--- config.mk ---
export PLATFORM = sky130hd
export DESIGN_NAME = alu_pipe_flat
export DESIGN_NICKNAME = d
export VERILOG_FILES = /design/src/rtl/alu_pkg.sv /design/src/rtl/alu_pipe_if.sv /design/src/rtl/alu_core.sv /design/src/rtl/alu_pipe.sv /design/src/flat_wrapper.sv
export SDC_FILE = /design/constraint.sdc
export NUM_CORES = 1
export LEC_CHECK = 0
export ABC_CLOCK_PERIOD_IN_PS = 10250
export BUFFER_PORTS_ARGS = -buffer_cell sky130_fd_sc_hd__buf_2
export CORE_UTILIZATION = 65
export DETAILED_ROUTE_END_ITERATION = 16
export GPL_TIMING_DRIVEN = 0
export HOLD_SLACK_MARGIN = 0.1
export PLACE_DENSITY = 0.92
export SYNTH_ARGS = -nofsm -noshare
export SYNTH_HDL_FRONTEND = slang
export SYNTH_SLANG_ARGS = --single-unit
--- constraint.sdc ---
create_clock -name clk -period 10.25 [get_ports clk]
set_clock_uncertainty 0.2 [all_clocks]
set_input_delay 2.05 -clock clk [delete_from_list [all_inputs] [get_ports clk]]
set_output_delay 2.05 -clock clk [all_outputs]
set_load 0.02 [all_outputs]
--- src/rtl/alu_pkg.sv ---
// Shared opcode, flag-index and flag-enable definitions for the pipelined ALU.
package alu_pkg;

   localparam logic [3:0] OP_ADD    = 4'h0;
   localparam logic [3:0] OP_SUB    = 4'h1;
   localparam logic [3:0] OP_XOR    = 4'h2;
   localparam logic [3:0] OP_RED    = 4'h3;
   localparam logic [3:0] OP_SLL    = 4'h4;
   localparam logic [3:0] OP_SRA    = 4'h5;
   localparam logic [3:0] OP_ROR    = 4'h6;
   localparam logic [3:0] OP_PADDSB = 4'h7;
   localparam logic [3:0] OP_LW     = 4'h8;
   localparam logic [3:0] OP_SW     = 4'h9;
   localparam logic [3:0] OP_LLB    = 4'hA;
   localparam logic [3:0] OP_LHB    = 4'hB;

   localparam int FLAG_Z = 2;
   localparam int FLAG_V = 1;
   localparam int FLAG_N = 0;

   localparam logic [2:0] EN_ZVN  = 3'b111;
   localparam logic [2:0] EN_Z    = 3'b100;
   localparam logic [2:0] EN_NONE = 3'b000;

   function automatic logic [2:0] flag_en_of(input logic [3:0] op);
      logic [2:0] en;
      case (op)
         OP_ADD, OP_SUB:                            en = EN_ZVN;
         OP_XOR, OP_RED, OP_SLL, OP_SRA, OP_ROR,
         OP_PADDSB:                                 en = EN_Z;
         default:                                   en = EN_NONE;
      endcase
      return en;
   endfunction

endpackage

--- src/rtl/alu_pipe_if.sv ---
// Issue-side and writeback-side handshake bundle of the pipelined ALU.
interface alu_pipe_if #(parameter int WIDTH = 16) ();
   logic             in_valid;
   logic             in_ready;
   logic [3:0]       in_op;
   logic [WIDTH-1:0] in_a;
   logic [WIDTH-1:0] in_b;
   logic             out_valid;
   logic             out_ready;
   logic [WIDTH-1:0] out_result;
   logic [2:0]       out_flag_en;
   logic [2:0]       flags;

   modport master (
      output in_valid, in_op, in_a, in_b, out_ready,
      input  in_ready, out_valid, out_result, out_flag_en, flags
   );

   modport slave (
      input  in_valid, in_op, in_a, in_b, out_ready,
      output in_ready, out_valid, out_result, out_flag_en, flags
   );
endinterface

--- src/rtl/alu_core.sv ---
// Combinational ALU datapath: result, pending {Z,V,N} and the flag-enable mask.
module alu_core
   import alu_pkg::*;
#(
   parameter int WIDTH      = 16,
   parameter int LANE       = 4,
   parameter bit SAT_ADDSUB = 1'b1
) (
   input  logic [3:0]       op_i,
   input  logic [WIDTH-1:0] a_i,
   input  logic [WIDTH-1:0] b_i,
   output logic [WIDTH-1:0] result_o,
   output logic [2:0]       zvn_o,
   output logic [2:0]       flag_en_o
);

   localparam int SHW = $clog2(WIDTH);
   localparam int NB  = WIDTH / 8;
   localparam int NL  = WIDTH / LANE;

   localparam logic [WIDTH-1:0] SMAX = {1'b0, {(WIDTH-1){1'b1}}};
   localparam logic [WIDTH-1:0] SMIN = {1'b1, {(WIDTH-1){1'b0}}};
   localparam logic [LANE-1:0]  LMAX = {1'b0, {(LANE-1){1'b1}}};
   localparam logic [LANE-1:0]  LMIN = {1'b1, {(LANE-1){1'b0}}};

   logic [WIDTH-1:0]   sum, diff, red, padd, sll, sra, ror;
   logic [WIDTH-1:0]   add_res, sub_res;
   logic [2*WIDTH-1:0] rot2;
   logic [SHW-1:0]     shamt;
   logic               add_ov, sub_ov;
   logic [LANE-1:0]    la, lb, ls;

   always_comb begin
      sum    = a_i + b_i;
      diff   = a_i - b_i;
      add_ov = (a_i[WIDTH-1] == b_i[WIDTH-1]) && (sum[WIDTH-1]  != a_i[WIDTH-1]);
      sub_ov = (a_i[WIDTH-1] != b_i[WIDTH-1]) && (diff[WIDTH-1] != a_i[WIDTH-1]);
      // Overflow direction is always the sign of A for both ADD and SUB.
      add_res = (SAT_ADDSUB && add_ov) ? (a_i[WIDTH-1] ? SMIN : SMAX) : sum;
      sub_res = (SAT_ADDSUB && sub_ov) ? (a_i[WIDTH-1] ? SMIN : SMAX) : diff;

      red = '0;
      for (int i = 0; i < NB; i++) begin
         red = red + {{(WIDTH-8){a_i[i*8+7]}}, a_i[i*8 +: 8]}
                   + {{(WIDTH-8){b_i[i*8+7]}}, b_i[i*8 +: 8]};
      end

      padd = '0;
      la   = '0;
      lb   = '0;
      ls   = '0;
      for (int j = 0; j < NL; j++) begin
         la = a_i[j*LANE +: LANE];
         lb = b_i[j*LANE +: LANE];
         ls = la + lb;
         if ((la[LANE-1] == lb[LANE-1]) && (ls[LANE-1] != la[LANE-1]))
            padd[j*LANE +: LANE] = la[LANE-1] ? LMIN : LMAX;
         else
            padd[j*LANE +: LANE] = ls;
      end

      shamt = b_i[SHW-1:0];
      sll   = a_i << shamt;
      sra   = $unsigned($signed(a_i) >>> shamt);
      rot2  = {a_i, a_i} >> shamt;
      ror   = rot2[WIDTH-1:0];

      case (op_i)
         OP_ADD:        result_o = add_res;
         OP_SUB:        result_o = sub_res;
         OP_XOR:        result_o = a_i ^ b_i;
         OP_RED:        result_o = red;
         OP_SLL:        result_o = sll;
         OP_SRA:        result_o = sra;
         OP_ROR:        result_o = ror;
         OP_PADDSB:     result_o = padd;
         OP_LW, OP_SW:  result_o = sum;
         OP_LLB:        result_o = {a_i[WIDTH-1:WIDTH/2], b_i[WIDTH/2-1:0]};
         OP_LHB:        result_o = {b_i[WIDTH/2-1:0], a_i[WIDTH/2-1:0]};
         default:       result_o = a_i | b_i;
      endcase

      zvn_o         = '0;
      zvn_o[FLAG_Z] = (result_o == '0);
      zvn_o[FLAG_V] = (op_i == OP_ADD) ? add_ov : ((op_i == OP_SUB) ? sub_ov : 1'b0);
      zvn_o[FLAG_N] = result_o[WIDTH-1];
      flag_en_o     = flag_en_of(op_i);
   end

endmodule

--- src/rtl/alu_pipe.sv ---
// Two-stage valid/ready ALU pipeline; owns the architectural ZVN flag register.
module alu_pipe
   import alu_pkg::*;
#(
   parameter int WIDTH      = 16,
   parameter int LANE       = 4,
   parameter bit SAT_ADDSUB = 1'b1
) (
   input  logic       clk,
   input  logic       rst_n,
   input  logic       flush,
   alu_pipe_if.slave  bus
);

   logic             s1_valid_q, s1_valid_d;
   logic [3:0]       s1_op_q, s1_op_d;
   logic [WIDTH-1:0] s1_a_q, s1_a_d, s1_b_q, s1_b_d;
   logic             s2_valid_q, s2_valid_d;
   logic [WIDTH-1:0] s2_result_q, s2_result_d;
   logic [2:0]       s2_en_q, s2_en_d, s2_zvn_q, s2_zvn_d;
   logic [2:0]       flags_q, flags_d;

   logic [WIDTH-1:0] core_result;
   logic [2:0]       core_zvn, core_en;
   logic             s2_adv, in_rdy, commit;

   alu_core #(.WIDTH(WIDTH), .LANE(LANE), .SAT_ADDSUB(SAT_ADDSUB)) u_core (
      .op_i      (s1_op_q),
      .a_i       (s1_a_q),
      .b_i       (s1_b_q),
      .result_o  (core_result),
      .zvn_o     (core_zvn),
      .flag_en_o (core_en)
   );

   assign s2_adv = !s2_valid_q || bus.out_ready;
   assign in_rdy = !s1_valid_q || s2_adv;
   assign commit = s2_valid_q && bus.out_ready;

   always_comb begin
      s1_valid_d  = s1_valid_q;
      s1_op_d     = s1_op_q;
      s1_a_d      = s1_a_q;
      s1_b_d      = s1_b_q;
      s2_valid_d  = s2_valid_q;
      s2_result_d = s2_result_q;
      s2_en_d     = s2_en_q;
      s2_zvn_d    = s2_zvn_q;

      if (in_rdy) begin
         s1_valid_d = bus.in_valid;
         if (bus.in_valid) begin
            s1_op_d = bus.in_op;
            s1_a_d  = bus.in_a;
            s1_b_d  = bus.in_b;
         end
      end

      // Result registers only load on a real transfer so they hold under backpressure.
      if (s2_adv) begin
         s2_valid_d = s1_valid_q;
         if (s1_valid_q) begin
            s2_result_d = core_result;
            s2_en_d     = core_en;
            s2_zvn_d    = core_zvn;
         end
      end

      if (flush) begin
         s1_valid_d = 1'b0;
         s2_valid_d = 1'b0;
      end

      flags_d = commit ? ((flags_q & ~s2_en_q) | (s2_zvn_q & s2_en_q)) : flags_q;
   end

   always_ff @(posedge clk or negedge rst_n) begin
      if (!rst_n) begin
         s1_valid_q  <= 1'b0;
         s1_op_q     <= '0;
         s1_a_q      <= '0;
         s1_b_q      <= '0;
         s2_valid_q  <= 1'b0;
         s2_result_q <= '0;
         s2_en_q     <= '0;
         s2_zvn_q    <= '0;
         flags_q     <= '0;
      end else begin
         s1_valid_q  <= s1_valid_d;
         s1_op_q     <= s1_op_d;
         s1_a_q      <= s1_a_d;
         s1_b_q      <= s1_b_d;
         s2_valid_q  <= s2_valid_d;
         s2_result_q <= s2_result_d;
         s2_en_q     <= s2_en_d;
         s2_zvn_q    <= s2_zvn_d;
         flags_q     <= flags_d;
      end
   end

   assign bus.in_ready    = in_rdy;
   assign bus.out_valid   = s2_valid_q;
   assign bus.out_result  = s2_result_q;
   assign bus.out_flag_en = s2_en_q;
   assign bus.flags       = flags_q;

endmodule

--- src/flat_wrapper.sv ---
// flat-port wrapper written by rule: the top's interface ports become plain ports
module alu_pipe_flat import alu_pkg::*;
#(
   parameter int WIDTH      = 16,
   parameter int LANE       = 4,
   parameter bit SAT_ADDSUB = 1'b1
)
  (clk, rst_n, flush, bus_in_valid, bus_in_op, bus_in_a, bus_in_b, bus_out_ready, bus_in_ready, bus_out_valid, bus_out_result, bus_out_flag_en, bus_flags);
  alu_pipe_if #(.WIDTH(WIDTH)) bus_i ();
  input  logic clk;
  input  logic rst_n;
  input  logic flush;
  input wire logic [$bits(bus_i.in_valid)-1:0] bus_in_valid;
  input wire logic [$bits(bus_i.in_op)-1:0] bus_in_op;
  input wire logic [$bits(bus_i.in_a)-1:0] bus_in_a;
  input wire logic [$bits(bus_i.in_b)-1:0] bus_in_b;
  input wire logic [$bits(bus_i.out_ready)-1:0] bus_out_ready;
  output wire logic [$bits(bus_i.in_ready)-1:0] bus_in_ready;
  output wire logic [$bits(bus_i.out_valid)-1:0] bus_out_valid;
  output wire logic [$bits(bus_i.out_result)-1:0] bus_out_result;
  output wire logic [$bits(bus_i.out_flag_en)-1:0] bus_out_flag_en;
  output wire logic [$bits(bus_i.flags)-1:0] bus_flags;
  assign bus_i.in_valid = bus_in_valid;
  assign bus_i.in_op = bus_in_op;
  assign bus_i.in_a = bus_in_a;
  assign bus_i.in_b = bus_in_b;
  assign bus_i.out_ready = bus_out_ready;
  assign bus_in_ready = bus_i.in_ready;
  assign bus_out_valid = bus_i.out_valid;
  assign bus_out_result = bus_i.out_result;
  assign bus_out_flag_en = bus_i.out_flag_en;
  assign bus_flags = bus_i.flags;
  alu_pipe #(.WIDTH(WIDTH), .LANE(LANE), .SAT_ADDSUB(SAT_ADDSUB)) u_core (.clk(clk), .rst_n(rst_n), .flush(flush), .bus(bus_i));
endmodule
==> flow_metrics.tcl <==
set metrics [dict create \
    cts-hold-fix-buffers 0 \
    clock_latency_ns 0.37 \
    root_buffer "clkbuf_16" \
    slowest_stage "a2111oi_0" \
    gr-total-overflow 0 \
    cts.htree.levels 3 \
    cts_tree "done" \
    coreArea_um2 12700 \
    netlist_top_cells_area "dfrtp_1, ha_1, mux2_2, mux4_2, fa_1" \
    cts.clk_slew.worst_paths_ns 0.06 \
    synth_edf_count 0 \
    clock-sinks 61 \
    drc_errors 0 \
    postCtsResizedCells 0 \
    layout_common_cells "buf_2, nand2_1, nor2_1, dfrtp_1, ha_1" \
    viasPerCell 7.77 \
    pre_cts_slack_ns 2.41 \
    slew_headroom_pct 25.7 \
    antenna_found_initial 1 \
    grt_pass1_vias 9032 \
    gp_congestion 1.20 \
    ant_nets 0 \
    dieArea_um2 13600 \
    cp-end-kind "flop" \
    hpwl_um 27500 \
    grt_max_degree 62 \
    synth_fp_nets 1119 \
    fin_cells 1251 \
    drtPass1Iterations 12 \
    routed_wl_um 36400 \
    start_util_pct 67.3 \
    fmax_mhz 122 \
    io_pins 65 \
    worstPathArrival_ns 8.26 \
    synth_area_um2 8570 \
    hold_slack_ns 0.278 \
    synthesis.instances 998 \
    hold_class "reg2reg" \
    port_buffers 64 \
    fp.dieW_um 117 \
    power_leakage_nw 3.99 \
    die_height_um 117 \
    crit_path_start_kind "flop" \
    fin_nets 1194 \
    synthArstFlopShare_pct 100 \
    place_area_um2 9100 \
    power.total_mw 1.80 \
    ir_drop_mv 0.182 \
    cellPowerDensity_nw_per_um2 191 \
    ys_ff_latch 61 \
    path_class "reg2reg" \
    postSynthAreaPerCell_um2 8.58 \
    synth_seq_area_share_pct 17.8 \
    fin_setup_tns_ns 0 \
    yosysTopAreaCellShare_pct 17.8 \
    post_cts_buffers 0 \
    area_growth_pct 10.1 \
    dpl.cell_count 1234 \
    vias 9717 \
    rows 41 \
    synth_warnings 0 \
    synth_top_area_cell "dfrtp_1" \
    setup_viol 0 \
    cts-buffers-inserted 9 \
    rsz0062_at_grt "no" \
    max_cap_violations 0 \
    finalCriticalPeriod_ns 8.20 \
    postLayoutCellArea_um2 9430 \
    ys_types 84 \
    drt_iter0_drc 1949 \
    critPathRequiredTime_ns 10.32 \
    avgRoutedWirePerCell_um 29.1 \
    period_share_pct 80.0 \
    slew_violations 0 \
    critPathMaxFanout 11 \
    clock_path_buffers 2 \
    setup_ws_ns 2.05 \
    worst_slew_pin_slew_ns 1.09 \
    path_common_cell "nor2_1" \
    drive_gt1_share_pct 18.7 \
    final_core_util_pct 74.1 \
    final_hold_viol_count 0 \
    gr-usage-all-layers_pct 55.3 \
    status "finished clean" \
    cpPeakStageDelay_ns 0.75 \
    grt_pass1_wl_um 53900 \
    synthFlopType "dfrtp_1" \
]
-- logic make-up after synthesis --
family | count (synthesis) | synth area share (%)
AOI/OAI and AO/OA | 280 | 22.9
and+or+nand+nor | 284 | 16.4
xor gates and xnor gates | 29 | 2.96
adders and majority gates | 80 | 13.7
DFF | 61 | 17.8
buffers and inverters | 147 | 7.24
muxes | 117 | 19.0
-- path summary, 6_finish.rpt --
path	startpoint	end	slack (ns)	depth (start not counted)
min	u_core.bus.out_result[5]	u_core.bus.out_result[5]	0.28	2
max	u_core.s1_b_q[2]	u_core.s2_zvn_q[2]	2.05	27
max in group asynchronous	rst_n	u_core.s1_b_q[15]	7.75	1
min in group asynchronous	rst_n	u_core.bus.out_result[4]	1.57	1
min reg2reg	u_core.bus.out_result[5]	u_core.bus.out_result[5]	0.28	2
max reg2reg	u_core.s1_b_q[2]	u_core.s2_zvn_q[2]	2.05	27
-- cell type report --
cell class,count,area [um2]
Multi-Input combinational cell,790,6420
Fill cell,987,3290
Sequential cell,61,1530
Buffer,86,392
Timing Repair Buffer,64,323
Inverter,61,229
Clock buffer,9,225
Tap cell,172,215
Clock inverter,7,97.6
Antenna cell,1,2.50
-- layer usage --
metal  track usage (%)  vias up  share of wire (%)
li1                  -     3878                  -
met1              68.7     4496                 35
met2              76.8     1035                 39
met3              25.4      306                 17
met4              34.2        2                8.8
met5              10.0        -               0.11
-- cells in the mapped netlist (12+ instances only) --
master	count
mux2_2	56
nor3_1	26
buf_2	13
fa_1	23
nand2b_1	14
mux4_2	27
a211oi_1	15
o21ai_0	46
a31oi_1	16
o211ai_1	13
clkbuf_1	56
dfrtp_1	61
xnor2_1	20
ha_1	57
nor2_1	69
a2111oi_0	13
nand2_1	76
a21oi_1	56
nand3_1	28
nor2b_1	12
mux2i_1	31
inv_1	56
-- report_power, final --
part / switching [mW] / total [mW] / internal [mW] / leakage (nW)
Sequential: 0.0554 / 0.339 / 0.284 / 0.735
Combinational: 0.702 / 1.11 / 0.412 / 3.11
Clock: 0.132 / 0.346 / 0.213 / 0.152
-- registers in the layout, summed over array words and instances, names as in the netlist, named ones only --
signal	count
u_core.bus.out_valid	1
u_core.bus.out_result	15
u_core.s2_zvn_q	3
u_core.bus.out_flag_en	2
u_core.s1_valid_q	1
u_core.s1_op_q	4
u_core.s1_b_q	16
u_core.s1_a_q	16
-- worst max-delay path: cells and delay by family, from the launching register on --
family	cells	cell delay [ns]
AND/OR/NAND/NOR	13	2.79
AO/OA/AOI/OAI	7	2.42
buffers and inverters	5	1.40
adder cells (fa/ha/maj)	2	0.90
flip-flops	1	0.35
(Power assumes the default switching activity.)
